[config.mk]
export PLATFORM = sky130hd
export DESIGN_NAME = alu_ccr_pipe
export DESIGN_NICKNAME = d
export VERILOG_FILES = /design/src/rtl/alu_ccr_pipe.sv
export SDC_FILE = /design/constraint.sdc
export NUM_CORES = 1
export LEC_CHECK = 0
export CORE_ASPECT_RATIO = 0.8
export CORE_MARGIN = 5
export CORE_UTILIZATION = 25
export CTS_CLUSTER_DIAMETER = 30
export DETAILED_ROUTE_END_ITERATION = 10
export MAX_ROUTING_LAYER = met4
export PLACE_DENSITY = 0.54
export SYNTH_ARGS = -nofsm -noshare
export SYNTH_HDL_FRONTEND = slang
export SYNTH_SLANG_ARGS = --single-unit
[constraint.sdc]
create_clock -name clk -period 4 [get_ports clk]
set_input_delay 0.6 -clock clk [delete_from_list [all_inputs] [get_ports clk]]
set_output_delay 0.6 -clock clk [all_outputs]
set_load 0.02 [all_outputs]
[src/rtl/alu_ccr_pipe.sv]
// Execute-stage ALU with one register stage and a condition-code register {V,C,N,Z}.
// Carry-in ops and rotates read the stored C flag, so chained ops need no bubble.
module alu_ccr_pipe #(
    parameter int WIDTH = 8
) (
    input  logic             clk,
    input  logic             reset,
    input  logic             stall,
    input  logic             in_valid,
    input  logic [3:0]       alu_fun,
    input  logic [1:0]       sub_op,
    input  logic [WIDTH-1:0] a,
    input  logic [WIDTH-1:0] b,
    input  logic             flag_we,
    input  logic [3:0]       flag_din,
    output logic             out_valid,
    output logic [WIDTH-1:0] alu_out,
    output logic [3:0]       flags,
    output logic             illegal_op
);

    localparam logic [3:0] OP_ADD   = 4'b0000;
    localparam logic [3:0] OP_SUB   = 4'b0001;
    localparam logic [3:0] OP_AND   = 4'b0010;
    localparam logic [3:0] OP_OR    = 4'b0011;
    localparam logic [3:0] OP_UNARY = 4'b0100;
    localparam logic [3:0] OP_CARRY = 4'b0101;
    localparam logic [3:0] OP_ADC   = 4'b0110;
    localparam logic [3:0] OP_SBC   = 4'b0111;

    localparam logic [WIDTH-1:0] ZERO_W = {WIDTH{1'b0}};
    localparam logic [WIDTH-1:0] ONE_W  = {{(WIDTH-1){1'b0}}, 1'b1};

    // Signed overflow of A+B: operands agree in sign, result does not.
    function automatic logic add_ovf(input logic a_msb, input logic b_msb, input logic r_msb);
        add_ovf = (a_msb == b_msb) & (r_msb != a_msb);
    endfunction

    // Signed overflow of A-B: operands differ in sign, result left A's sign.
    function automatic logic sub_ovf(input logic a_msb, input logic b_msb, input logic r_msb);
        sub_ovf = (a_msb != b_msb) & (r_msb != a_msb);
    endfunction

    logic             out_valid_r;
    logic [WIDTH-1:0] alu_out_r;
    logic [3:0]       ccr_r;
    logic             illegal_op_r;

    logic             c_cur_s;
    logic             cin_add_s;
    logic             cin_sub_s;
    logic [WIDTH:0]   add_s;
    logic [WIDTH:0]   sub_s;
    logic [WIDTH-1:0] res_s;
    logic             c_s;
    logic             v_s;
    logic             z_s;
    logic             n_s;
    logic             zn_upd_s;
    logic             illegal_s;
    logic [3:0]       ccr_op_s;
    logic             accept_s;

    assign c_cur_s  = ccr_r[2];
    assign accept_s = in_valid & ~stall;

    // Shared adder/subtractor; the carry-in is the stored C only for ADC/SBC.
    always_comb begin
        if (alu_fun == OP_ADC) begin
            cin_add_s = c_cur_s;
        end else begin
            cin_add_s = 1'b0;
        end
        if (alu_fun == OP_SBC) begin
            cin_sub_s = c_cur_s;
        end else begin
            cin_sub_s = 1'b0;
        end
        add_s = {1'b0, a} + {1'b0, b} + {ZERO_W, cin_add_s};
        sub_s = {1'b0, a} - {1'b0, b} - {ZERO_W, cin_sub_s};
    end

    // Result and flag selection for the op on the inputs.
    always_comb begin
        res_s     = ZERO_W;
        c_s       = ccr_r[2];
        v_s       = ccr_r[3];
        zn_upd_s  = 1'b0;
        illegal_s = 1'b0;
        case (alu_fun)
            OP_ADD, OP_ADC: begin
                res_s    = add_s[WIDTH-1:0];
                c_s      = add_s[WIDTH];
                v_s      = add_ovf(a[WIDTH-1], b[WIDTH-1], add_s[WIDTH-1]);
                zn_upd_s = 1'b1;
            end
            OP_SUB, OP_SBC: begin
                // Bit WIDTH of the wide difference is the borrow.
                res_s    = sub_s[WIDTH-1:0];
                c_s      = sub_s[WIDTH];
                v_s      = sub_ovf(a[WIDTH-1], b[WIDTH-1], sub_s[WIDTH-1]);
                zn_upd_s = 1'b1;
            end
            OP_AND: begin
                res_s    = a & b;
                zn_upd_s = 1'b1;
            end
            OP_OR: begin
                res_s    = a | b;
                zn_upd_s = 1'b1;
            end
            OP_UNARY: begin
                zn_upd_s = 1'b1;
                case (sub_op)
                    2'd0:    res_s = ~b;
                    2'd1:    res_s = ZERO_W - b;
                    2'd2:    res_s = b + ONE_W;
                    2'd3:    res_s = b - ONE_W;
                    default: res_s = ZERO_W;
                endcase
            end
            OP_CARRY: begin
                case (sub_op)
                    2'd0: begin
                        res_s = {b[WIDTH-2:0], c_cur_s};
                        c_s   = b[WIDTH-1];
                    end
                    2'd1: begin
                        res_s = {c_cur_s, b[WIDTH-1:1]};
                        c_s   = b[0];
                    end
                    2'd2: begin
                        res_s = b;
                        c_s   = 1'b1;
                    end
                    2'd3: begin
                        res_s = b;
                        c_s   = 1'b0;
                    end
                    default: begin
                        res_s = b;
                        c_s   = c_cur_s;
                    end
                endcase
            end
            default: begin
                illegal_s = 1'b1;
                res_s     = ZERO_W;
            end
        endcase
    end

    // Z/N follow the result only for ops that define them; illegal ops leave the CCR alone.
    always_comb begin
        if (zn_upd_s) begin
            z_s = (res_s == ZERO_W);
            n_s = res_s[WIDTH-1];
        end else begin
            z_s = ccr_r[0];
            n_s = ccr_r[1];
        end
        if (illegal_s) begin
            ccr_op_s = ccr_r;
        end else begin
            ccr_op_s = {v_s, c_s, n_s, z_s};
        end
    end

    // Pipeline register and CCR; a restore via flag_we outranks the op's flag update.
    always_ff @(posedge clk) begin
        if (reset) begin
            out_valid_r  <= 1'b0;
            alu_out_r    <= ZERO_W;
            ccr_r        <= 4'b0000;
            illegal_op_r <= 1'b0;
        end else if (stall) begin
            out_valid_r  <= out_valid_r;
            alu_out_r    <= alu_out_r;
            ccr_r        <= ccr_r;
            illegal_op_r <= illegal_op_r;
        end else if (accept_s) begin
            out_valid_r  <= 1'b1;
            alu_out_r    <= res_s;
            illegal_op_r <= illegal_s;
            ccr_r        <= flag_we ? flag_din : ccr_op_s;
        end else begin
            out_valid_r  <= 1'b0;
            alu_out_r    <= alu_out_r;
            illegal_op_r <= 1'b0;
            ccr_r        <= flag_we ? flag_din : ccr_r;
        end
    end

    assign out_valid  = out_valid_r;
    assign alu_out    = alu_out_r;
    assign flags      = ccr_r;
    assign illegal_op = illegal_op_r;

endmodule

# After elaboration in Yosys (flattened, before gate mapping)
# Index checks and enable logic that the tools add are counted.
# W data, S select, Z words.
word_totals:
  mem_bits_ro: 0
  regBits: 14
  ram_bits: 0
  out_inout_bits: 14
  mem_count: 0
  latchBits: 0
op_classes:
  muxes: 18
  n_mul: 0
  bitwise: 7
  magnitude_cmp: 0
  n_eq_ne: 14
  shift: 0
  n_div: 0
  add_sub_neg: 7
  reduce_logical: 17
op_table:
  columns: ["operator", "n"]
  rows:
  - ["$pmux W8 S6", 1]
  - ["$pmux W8 S4", 1]
  - ["$pmux W8 S3", 1]
  - ["$eq A4 B3 Y1 const B", 4]
  - ["$mux W4", 4]
  - ["$reduce_and A4 Y1", 3]
  - ["$add A8 B8 Y9", 1]
  - ["$add A9 B1 Y9", 1]
  - ["$sub A8 B8 Y9", 1]
  - ["$sub A9 B1 Y9", 1]
  - ["$add A8 B1 Y8 const B", 1]
  - ["$and A8 B8 Y8", 1]
  - ["$eq A4 B2 Y1 const B", 2]
  - ["$logic_not A8 Y1", 1]
  - ["$mux W1", 8]
  - ["$not A8 Y8", 1]
  - ["$or A8 B8 Y8", 1]
  - ["$reduce_or A8 Y1", 1]
  - ["$sub A1 B8 Y8 const A", 1]
  - ["$sub A8 B1 Y8 const B", 1]
  - ["$reduce_or A7 Y1", 1]
  - ["$reduce_bool A2 Y1", 3]
  - ["$reduce_or A2 Y1", 3]
  - ["$eq A2 B2 Y1 const B", 2]
  - ["other kinds (14)", 18]

# Logic depth before layout (Yosys ltp)
logic_depth:
  depth_word: 9
  mapped_depth: 14
  mapped_depth_nobuf: 12

# Worst setup path after synthesis
# Ideal clock, no wire load.
synth_timing:
  kind: "input port to flip-flop"
  start: "input port alu_fun[0]"
  end: "register ccr_r[0], in the netlist flags[0]"
  setup_slack_ps: 624
  setup_time_ps: 60
  stages: 14
  n_path_buf: 3
  arrival_ps: 3316
  path_cell_list: "buf_6 > buf_2 > buf_6 > nand4_1 > fa_1 > inv_1 > ha_1 > o21ai_0 > nand2_1 > xor2_1 > a22o_2 > a211o_2 > nor4b_2 > a41o_1"
synth_via:
  elab_chain_len: 9
  word_cells_on_any_way: 26
  classes_between: "2 x add/sub; 7 x eq/ne; 8 x mux; 9 x reduce/logical"
synth_rtl:
  columns: ["item", "line", "text"]
  rows:
  - ["start: declaration", "10", "input logic [3:0] alu_fun,"]
  - ["$eq A4 B3 Y1, on equally long branches", "74, 90, 69", null]
  - ["$mux W1, on equally long branches", "74, 69", null]
  - ["$sub A9 B1 Y9 or $add A9 B1 Y9 (tied branches)", "80, 79", null]
  - ["$pmux W8 S6", "90", "case (alu_fun)"]
  - ["$logic_not A8 Y1", "156", "z_s = (res_s == ZERO_W);"]
  - ["$mux W1", "155", "if (zn_upd_s) begin"]
  - ["$mux W4", "162", "if (illegal_s) begin"]
  - ["$mux W4", "185", "ccr_r <= flag_we ? flag_din : ccr_op_s;"]
  - ["$mux W4", "181", "end else if (accept_s) begin"]
  - ["end signal: assignment", "179", "ccr_r <= ccr_r;"]
  - ["end signal: assignment", "185", null]
  - ["end signal: assignment", "190", "ccr_r <= flag_we ? flag_din : ccr_r;"]
  - ["end: declaration", "46", "logic [3:0] ccr_r;"]
# Parallel ways exist; a longest one is shown, timed or not. The select of a mux whose other input is x is not followed.
# A chain may end at the register's enable or synchronous reset.

# Worst setup path after layout
layout_timing:
  start: "input port alu_fun[3]"
  end: "register ccr_r[0], in the netlist flags[0]"
# The elaborated chain is that of the path after synthesis.

==> impl_metrics.tcl <==
set metrics [dict create \
    cap_violations 0 \
    crit_required_ns 4.19 \
    drv_slew 0 \
    rows 34 \
    vias_per_cell 5.08 \
    area_growth_pct 25.8 \
    final.setup.tns_ns 0 \
    cp-end-kind "flop" \
    initial_core_util_pct 25.4 \
    worstSetupPathDepth 13 \
    drtAntennaViolNets 0 \
    remaining_drc_errors 0 \
    post_cts_buffers 0 \
    cts_tree "yes" \
    holdWs_ns 0.459 \
    slowest_stage "fa_1" \
    grt_pass1_vias 2860 \
    dieArea_mm2 0.0132 \
    cts_resized 0 \
    cts_root_buffer "clkbuf_16" \
    netlist_area_mm2 0.00274 \
    synthFlopType "dfxtp_1" \
    die_w_um 127 \
    cts_buffer_depth 2 \
    yosys_warnings 0 \
    dpl.hpwl_mm 7.33 \
    vias 2820 \
    drt-total-wl_mm 9.04 \
    ir_drop_mv 0.114 \
    core-area_mm2 0.0108 \
    ys_ff_latch 14 \
    async_reset_ff_share_pct 0 \
    synth-seq-area-share_pct 10.2 \
    cp_max_fo 5 \
    p_leak_nw 1.41 \
    rsz0062_at_grt "false" \
    syn_avg_cell_area_um2 7.51 \
    slowest_delay_ns 0.56 \
    crit_path_cell_trace "clkdlybuf4s50_1 -> and2b_4 -> nand4_1 -> fa_1 -> inv_1 -> ha_1 -> o21ai_0 -> nand2_1 -> xor2_1 -> a22o_2 -> a211o_2 -> nor4b_2 -> a41o_1" \
    grtUsageTotal_pct 13.9 \
    portBuffers 44 \
    setup_viol 0 \
    endpoint "flags[0]$_SDFFE_PP0P_" \
    grt.overflow.total 0 \
    worstPathArrival_ns 3.82 \
    fin_crit_ns 3.62 \
    skew_ns 0.00457 \
    synth-edff-count 0 \
    critPathKind "in -> reg" \
    first_pass_iters 5 \
    power_density_mw_per_mm2 223 \
    syn-num-nets 432 \
    fmax_ghz 0.276 \
    clock_sinks 14 \
    yosysUniqueCellTypes 75 \
    clk_pin_slew_ns 0.05 \
    die_h_um 104 \
    antenna_cells 0 \
    rrSetupSlack_ns 0.86 \
    hold_buffers 0 \
    insertion_delay_ns 0.25 \
    antenna_found_initial 0 \
    cp-start-kind "input port" \
    grt_max_degree 29 \
    r2r_start "flags[2]$_SDFFE_PP0P_" \
    fin_nets 479 \
    postLayoutCoreUtil_pct 31.9 \
    reg2reg_depth 11 \
    cp-startpoint "alu_fun[3]" \
    cpLargestDelayFamily "compound AO/OA/AOI/OAI gates" \
    fin_crit_sh_pct 90.6 \
    drt_iter0_drc 171 \
    syn_inst 365 \
    grt_pass1_wl_mm 14.7 \
    numCtsBuffers 3 \
    crit_buf_inv 2 \
    cts_htree_levels 1 \
    slew_headroom_pct 42.7 \
    num_io_pins 45 \
    status "finished, final reports clean" \
    tightestPinTransition_ns 0.857 \
    drive_gt1_share_pct 10.9 \
    routedWlPerCell_um 16.3 \
    hold_path.class "reg -> reg" \
    globalplace.congestion 0.852 \
    hold_viol 0 \
    rr_endpoint "flags[0]$_SDFFE_PP0P_" \
]
cells in the final DEF (no fill, tap or decap), types with 4 or more instances in the layout:
master | synthesis | routed
fa_1 | 4 | 4
dfxtp_1 | 14 | 14
nand2_1 | 31 | 31
a21oi_1 | 22 | 22
nand2b_1 | 5 | 5
nor2b_1 | 5 | 5
xnor2_1 | 14 | 14
xor2_1 | 7 | 7
o211ai_1 | 4 | 4
inv_1 | 27 | 27
clkdlybuf4s50_1 | 0 | 44
o21ai_0 | 19 | 19
ha_1 | 32 | 32
nand4_1 | 4 | 4
nor2_1 | 38 | 38
nand3b_1 | 4 | 4
a211oi_1 | 8 | 8
nand3_1 | 5 | 5
mux2i_1 | 11 | 11
buf_4 | 4 | 19
nor3_1 | 14 | 14
and3_1 | 4 | 4
a22oi_1 | 4 | 4
state kept, by name, indices dropped and copies added, names as in the netlist:
signal      cells
alu_out         8
illegal_op      1
flags           4
out_valid       1
tightest hold or removal path, delay by kind of cell, from the launching register on:
family,cells,cell delay [ns]
flops,1,0.30
simple gates,1,0.06
compound gates,1,0.05
cells in the mapped netlist (5+ instances only):
| master | n | area share, % |
|---|---|---|
| xor2_1 | 7 | 2.2 |
| o21ai_0 | 19 | 3.5 |
| inv_1 | 27 | 3.7 |
| nand2_1 | 31 | 4.2 |
| dfxtp_1 | 14 | 10 |
| mux2i_1 | 11 | 4.0 |
| nor2b_1 | 5 | 1.1 |
| nand2b_1 | 5 | 1.1 |
| ha_1 | 32 | 15 |
| nor3_1 | 14 | 2.6 |
| buf_2 | 8 | 1.5 |
| a21oi_1 | 22 | 4.0 |
| a211oi_1 | 8 | 2.2 |
| xnor2_1 | 14 | 4.5 |
| nand3_1 | 5 | 0.91 |
| nor2_1 | 38 | 5.2 |
worst min path at each step:
stage | cells after the start | from | slack, ns | endpoint
after floorplan | 2 | flags[1]$_SDFFE_PP0P_ | 0.53 | flags[1]$_SDFFE_PP0P_
after global placement | 2 | out_valid$_SDFFE_PP0N_ | 0.46 | out_valid$_SDFFE_PP0N_
after detailed placement | 2 | out_valid$_SDFFE_PP0N_ | 0.45 | out_valid$_SDFFE_PP0N_
after CTS | 2 | out_valid$_SDFFE_PP0N_ | 0.46 | out_valid$_SDFFE_PP0N_
after global routing | 2 | out_valid$_SDFFE_PP0N_ | 0.49 | out_valid$_SDFFE_PP0N_
final | 2 | out_valid$_SDFFE_PP0N_ | 0.46 | out_valid$_SDFFE_PP0N_
cells by family after synthesis:
group | Yosys count | synth area share, %
muxes | 11 | 4.01
DFF | 14 | 10.2
and+or+nand+nor | 133 | 25.9
xor gates and xnor gates | 22 | 7.30
buffers and inverters | 49 | 9.12
adders and majority gates | 36 | 17.5
AOI/OAI and AO/OA | 100 | 25.9
metal layers:
metal | up-vias | routed length (um) | track usage, %
met3 | 8 | 258 | 1.44
met5 | - | 0 | -
li1 | 1415 | - | -
met1 | 1340 | 4490 | 19.0
met2 | 57 | 4190 | 22.4
met4 | 0 | 100 | 2.45
layout make-up:
cell class                 instances  area [um2]
fill                            1183        7360
multi-input combinational        302        2210
timing repair buffer              63         583
sequential                        14         280
tap                              144         180
inverter                          28         105
clock buffer                       4        88.8
stage by stage:
stage               cells  cell area, um2  setup WS (ns)  power (mW)
floorplan             365            2740          0.624       0.422
global placement      551            3360          0.197       0.550
detailed placement    551            3360          0.172       0.553
CTS                   555            3450          0.404       0.770
global route          555            3450          0.265       0.822
finish                555            3450          0.375       0.769
power breakdown:
group | leakage [nW] | internal (mW) | total [mW] | switching [mW]
Combinational | 1.25 | 0.179 | 0.399 | 0.220
Sequential | 0.115 | 0.149 | 0.155 | 0.00630
Clock | 0.0442 | 0.152 | 0.215 | 0.0632
Total | 1.41 | 0.479 | 0.769 | 0.290
No activity file was read; power rests on OpenSTA's default activity.
